[config.mk]
export PLATFORM = sky130hd
export DESIGN_NAME = m216a_pe_stream_flat
export DESIGN_NICKNAME = d
export VERILOG_FILES = /design/src/rtl/m216a_pe_stream_if.sv /design/src/rtl/m216a_pe_stream.sv /design/src/flat_wrapper.sv
export SDC_FILE = /design/constraint.sdc
export NUM_CORES = 2
export LEC_CHECK = 0
export ABC_CLOCK_PERIOD_IN_PS = 6000
export CORE_MARGIN = 1
export CORE_UTILIZATION = 28
export DETAILED_ROUTE_END_ITERATION = 12
export GPL_TIMING_DRIVEN = 0
export HOLD_SLACK_MARGIN = 0.06
export SLEW_MARGIN = 20
export SYNTH_ARGS = -nofsm -noshare
export SYNTH_HDL_FRONTEND = slang
export SYNTH_SLANG_ARGS = --single-unit
export TNS_END_PERCENT = 20
[constraint.sdc]
create_clock -name Clk_In -period 6 [get_ports Clk_In]
set_input_delay 1.8 -clock Clk_In [delete_from_list [all_inputs] [get_ports Clk_In]]
set_output_delay 1.8 -clock Clk_In [all_outputs]
set_load 0.005 [all_outputs]
[src/rtl/m216a_pe_stream_if.sv]
// Sample-stream bus of the M216A processing element: instruction, qualified
// operands and the registered result with its one-cycle valid strobe.
interface m216a_pe_stream_if #(
    parameter int DATA_W = 16
);
    logic [15:0]       instr;
    logic              s_valid;
    logic              clr;
    logic [DATA_W-1:0] x;
    logic [DATA_W-1:0] y;
    logic [DATA_W-1:0] z;
    logic [DATA_W-1:0] result;
    logic              r_valid;

    modport master (output instr, s_valid, clr, x, y, z, input result, r_valid);
    modport slave  (input instr, s_valid, clr, x, y, z, output result, r_valid);
endinterface

[src/rtl/m216a_pe_stream.sv]
// M216A processing element: eight instruction-selected functions on a
// valid-qualified sample stream, with fixed per-function latency.
module m216a_pe_stream #(
    parameter int DATA_W = 16,
    parameter int SAT_EN = 0,
    parameter int COEF   = 7
) (
    input logic              Clk_In,
    input logic              Rst_In,
    m216a_pe_stream_if.slave pe
);
    localparam int WIDE_W = 2 * DATA_W + 1;
    localparam int NSTG   = 6;

    typedef logic [DATA_W-1:0] word_t;
    typedef logic [WIDE_W-1:0] wide_t;

    localparam wide_t COEF_W = wide_t'(COEF);

    logic [3:0]      op;
    word_t           hist1;
    word_t           hist2;
    word_t           acc;
    word_t           pipe_d [NSTG];
    logic [NSTG-1:0] pipe_v;
    word_t           d_out_q;
    logic            v_out_q;

    logic            flush;
    logic            legal;
    logic            take;
    logic            use_acc;
    logic [2:0]      tap;
    word_t           hist1_eff;
    word_t           hist2_eff;
    word_t           acc_eff;
    word_t           result;
    wide_t           raw;
    logic            unused_instr;

    function automatic word_t reduce(input wide_t v);
        if (SAT_EN != 0 && |v[WIDE_W-1:DATA_W]) return '1;
        return v[DATA_W-1:0];
    endfunction

    assign unused_instr = ^pe.instr[15:4];
    assign flush        = pe.instr[3:0] != op;
    assign legal        = op >= 4'd1 && op <= 4'd8;
    assign take         = pe.s_valid && !flush && legal;
    assign use_acc      = op == 4'd6 || op == 4'd8;

    // A clear on the accepting edge is applied before the sample uses history.
    assign hist1_eff = pe.clr ? '0 : hist1;
    assign hist2_eff = pe.clr ? '0 : hist2;
    assign acc_eff   = pe.clr ? '0 : acc;

    always_comb begin
        raw = '0;
        case (op)
            4'd1, 4'd2: raw = wide_t'(pe.x);
            4'd3:       raw = wide_t'(pe.y) + wide_t'(pe.z);
            4'd4:       raw = wide_t'(pe.x) * wide_t'(pe.y);
            4'd5:       raw = wide_t'(pe.x) + wide_t'(pe.y) * wide_t'(pe.z);
            4'd6:       raw = wide_t'(acc_eff) + wide_t'(pe.z) * COEF_W;
            4'd7:       raw = wide_t'(hist2_eff) * wide_t'(hist1_eff) + wide_t'(pe.x);
            4'd8:       raw = wide_t'(acc_eff) + wide_t'(hist1_eff) * wide_t'(pe.x);
            default:    raw = '0;
        endcase
    end

    assign result = reduce(raw);

    // Result is computed on the accepting edge; the tap sets the total latency.
    always_comb begin
        tap = 3'd1;
        case (op)
            4'd2, 4'd7: tap = 3'd3;
            4'd8:       tap = 3'd5;
            default:    tap = 3'd1;
        endcase
    end

    always_ff @(posedge Clk_In or negedge Rst_In) begin
        if (!Rst_In) begin
            op      <= '0;
            hist1   <= '0;
            hist2   <= '0;
            acc     <= '0;
            pipe_v  <= '0;
            d_out_q <= '0;
            v_out_q <= 1'b0;
            for (int i = 0; i < NSTG; i++) pipe_d[i] <= '0;
        end else if (flush) begin
            op      <= pe.instr[3:0];
            pipe_v  <= '0;
            hist1   <= '0;
            hist2   <= '0;
            acc     <= '0;
            v_out_q <= 1'b0;
        end else begin
            pipe_v    <= {pipe_v[NSTG-2:0], take};
            pipe_d[0] <= result;
            for (int i = 1; i < NSTG; i++) pipe_d[i] <= pipe_d[i-1];
            v_out_q <= pipe_v[tap];
            if (pipe_v[tap]) d_out_q <= pipe_d[tap];
            if (pe.clr) begin
                hist1 <= '0;
                hist2 <= '0;
                acc   <= '0;
            end
            if (take) begin
                hist1 <= pe.x;
                hist2 <= hist1_eff;
                if (use_acc) acc <= result;
            end
        end
    end

    assign pe.result  = d_out_q;
    assign pe.r_valid = v_out_q;
endmodule

[src/flat_wrapper.sv]
// flat-port wrapper written by rule: the top's interface ports become plain ports
module m216a_pe_stream_flat 
#(
    parameter int DATA_W = 16,
    parameter int SAT_EN = 0,
    parameter int COEF   = 7
)
  (Clk_In, Rst_In, pe_instr, pe_s_valid, pe_clr, pe_x, pe_y, pe_z, pe_result, pe_r_valid);
  m216a_pe_stream_if #(.DATA_W(DATA_W)) pe_i ();
  input logic Clk_In;
  input logic Rst_In;
  input wire logic [$bits(pe_i.instr)-1:0] pe_instr;
  input wire logic [$bits(pe_i.s_valid)-1:0] pe_s_valid;
  input wire logic [$bits(pe_i.clr)-1:0] pe_clr;
  input wire logic [$bits(pe_i.x)-1:0] pe_x;
  input wire logic [$bits(pe_i.y)-1:0] pe_y;
  input wire logic [$bits(pe_i.z)-1:0] pe_z;
  output wire logic [$bits(pe_i.result)-1:0] pe_result;
  output wire logic [$bits(pe_i.r_valid)-1:0] pe_r_valid;
  assign pe_i.instr = pe_instr;
  assign pe_i.s_valid = pe_s_valid;
  assign pe_i.clr = pe_clr;
  assign pe_i.x = pe_x;
  assign pe_i.y = pe_y;
  assign pe_i.z = pe_z;
  assign pe_result = pe_i.result;
  assign pe_r_valid = pe_i.r_valid;
  m216a_pe_stream #(.DATA_W(DATA_W), .SAT_EN(SAT_EN), .COEF(COEF)) u_core (.Clk_In(Clk_In), .Rst_In(Rst_In), .pe(pe_i));
endmodule
==> qor.csv <==
metric;value;unit
outcome;finished with violations;
failing checks;negative setup slack;
number of distinct library cells after synthesis;66;
final hold vios;0;
Syn Inst Count;2946;
worst hold start;u_core.pipe_v[2];
vias in the first global route;20700;
fin crit period;7650;ps
area leader, netlist;fa_1;
cell leakage power;15.0;nW
Chip Height;311;µm
worst flop-to-flop path endpoint;u_core.acc[15];
CTS Buf Count;17;
cell total after placement;4269;
top cell type's share of synthesized area;29.3;%
register area share after synthesis;16.0;%
I/O Pins;85;
starting density of the core;28.4;%
clock root buffer;clkbuf_16;
post-layout instance area;31000;µm²
R2R Setup Slk;-540;ps
Worst Path Max Fanout;7;
prevailing post-synth register cell;dfrtp_1;
Post-synth EDFFs;0;
Post-CTS Hold Buffers;0;
period utilisation layout;128;%
worst hold endpoint;u_core.pipe_v[3];
clock net sink count;171;
routed len/inst;19.9;µm
Peak VDD IR;0.679;mV
Final setup viols;24;
deepest clock path buffer count;2;
Synthesized Nets;3641;
first-pass GRT wire length;130;mm
grt total ovfl;0;
via density per instance;4.79;
Post-Syn Area per Cell;9.05;µm²
most frequent cells in the layout;inv_1, nand2_1, fa_1;
r2r worst-path depth;23;
Max-cap violations;0;
DRT antenna net count;0;
clk slew on worst S/H paths;70;ps
H-tree Lvls;4;
Post-synth ARST share;100;%
Achievable Freq;0.131;GHz
final wirelength;86.1;mm
DIE AREA;96500;µm²
DIE WIDTH;311;µm
Pre-antenna DRT Iters;9;
Yosys reg bits;171;
final std cells w/o fill;4335;
reg2reg start;u_core.hist1[2];
row count;112;
synthesized area;26700;µm²
critical path type;primary input to register;
share of cells above drive strength 1;12.8;%
Fin Clk Skew;14.6;ps
most common cell after layout, fill and taps aside;inv_1;
HPWL after DPL;68.1;mm
min-delay worst type;register to register;
placer congestion estimate;0.966;
drt first-iter violations;1845;
largest net degree at the start of global routing;93;
synth top area cells;fa_1, dfrtp_1, ha_1, inv_1, nand2_1;
Critical Path Source Type;primary input;
Port Buffers;68;
placed instance area;29100;µm²
Core Region;93900;µm²
initial antenna violation count;6;
RSZ-0062 raised after global routing;true;
Power Density;297;nW/µm²
endpoint type of the worst setup path;register;
Layout area overhead;16.4;%
Critical Path RT;6310;ps
Worst Tran Pin Value;1080;ps
hold depth;2;
clock latency on the worst-skew pair;450;ps
Total GRT Usage;18.0;%
Residual DRC;0;
Final #Nets;3761;
Slew Limit Headroom;27.2;%
setup slack after layout;-1650;ps
Max Slew Vio Count;0;
vias;20800;
Synthesis Warnings;0;
Critical Path AT;7960;ps
TritonCTS clock tree;done;
## worst max-delay path by stage
| stage | start | depth (start not counted) | endpoint |
|---|---|---|---|
| 5_1_grt | pe_clr | 26 | u_core.acc[15] |
| 6_report | pe_clr | 26 | u_core.acc[15] |
| 2_1_floorplan | pe_clr | 24 | u_core.acc[15] |
| 3_5_place_dp | pe_y[1] | 21 | u_core.acc[15] |
| 4_1_cts | pe_clr | 26 | u_core.acc[15] |
| 3_3_place_gp | Rst_In | 1 | u_core.hist2[4] |
## routing by layer
metal	vias to the layer above	GRT usage, %	share of wire [%]
li1	9241	-	-
met1	10600	25.0	43
met2	807	27.3	44
met3	130	3.71	8.6
met4	2	6.67	3.5
met5	-	0	0.013
## area by class of cell
cell class	instances	area [µm²]
clock inverter	12	129
fill	9795	62800
sequential	171	4280
multi-input combinational	2035	20300
buffer	140	1080
clock buffer	20	447
inverter	598	2240
tap	1254	1570
timing repair buffer	103	1020
antenna	2	5.00
## flip-flops by register name, summed over array words and instances (netlist names)
signal,flops
u_core.hist1,16
u_core.op,4
u_core.pe.result,16
u_core.hist2,16
u_core.pe.r_valid,1
u_core.acc,16
u_core.pipe_v,6
u_core.pipe_d,96
## synth_stat cells (4+ instances only)
cell         n
xor2_1      54
a31oi_1      4
nand2_1    417
ha_1       237
clkbuf_1   126
nand2b_1    29
a211oi_1     8
o21bai_1     7
fa_1       390
mux2i_1     20
nor3_1      16
or3_1       11
nor2_1      48
o21ai_0     68
buf_2        9
xnor2_1    138
a221oi_1     6
and2_1     231
inv_1      598
nand3_1     10
a21o_1      29
mux2_2     103
and3_1       4
a21oi_1     83
dfrtp_1    171
a22oi_1     11
a222oi_1     6
o21a_1       9
a2111oi_0    6
buf_1        6
o211ai_1     5
nor2b_1     28
## timing repair
action,4_1_cts,5_1_grt
pin swaps,45,31
gates resized for setup,337,83
gates cloned,2,0
buffers inserted,29,3
endpoints found under the setup margin,26,24
## through the flow
step	TNS, ps	total power, mW	hold slack [ps]	utilization, %	setup slack [ps]
6_report	-22510	9.22	472	33.1	-1650
3_5_place_dp	-72570	7.21	460	31.0	-3690
3_3_place_gp	-779590	7.12	454	31.0	-4180
5_1_grt	-26600	9.94	499	33.1	-1780
4_1_cts	-23190	9.04	472	32.8	-1610
2_1_floorplan	-15240	5.29	446	-	-1160
## where the power goes
part	internal, mW	total (mW)	switching, mW
combinational	2.69	6.59	3.89
clock	0.596	1.10	0.507
sequential	1.39	1.53	0.147
## cells by family after synthesis
family / count (synthesis) / synth area share [%]
multiplexers: 123 / 5.10
AO/OA/AOI/OAI: 278 / 6.79
flip-flops: 171 / 16.0
adder cells (fa/ha/maj): 627 / 40.4
XOR/XNOR: 195 / 6.51
buffers and inverters: 740 / 10.5
AND/OR/NAND/NOR: 812 / 14.7
## worst max-delay path, stage by stage
cell	delay, ps
buf_12	110
buf_12	140
clkbuf_16	160
clkbuf_16	170
nor2b_4	170
clkbuf_16	190
nand2_2	60
fa_2	370
fa_1	550
inv_1	60
fa_1	490
fa_1	560
inv_1	50
fa_1	470
fa_2	370
xor2_2	160
xnor2_1	140
xnor2_1	250
xnor2_2	200
xnor2_2	150
xnor3_2	330
xnor2_2	250
o221ai_2	170
a2111oi_4	290
buf_4	210
o21ai_2	50
(Power assumes the default switching activity.)
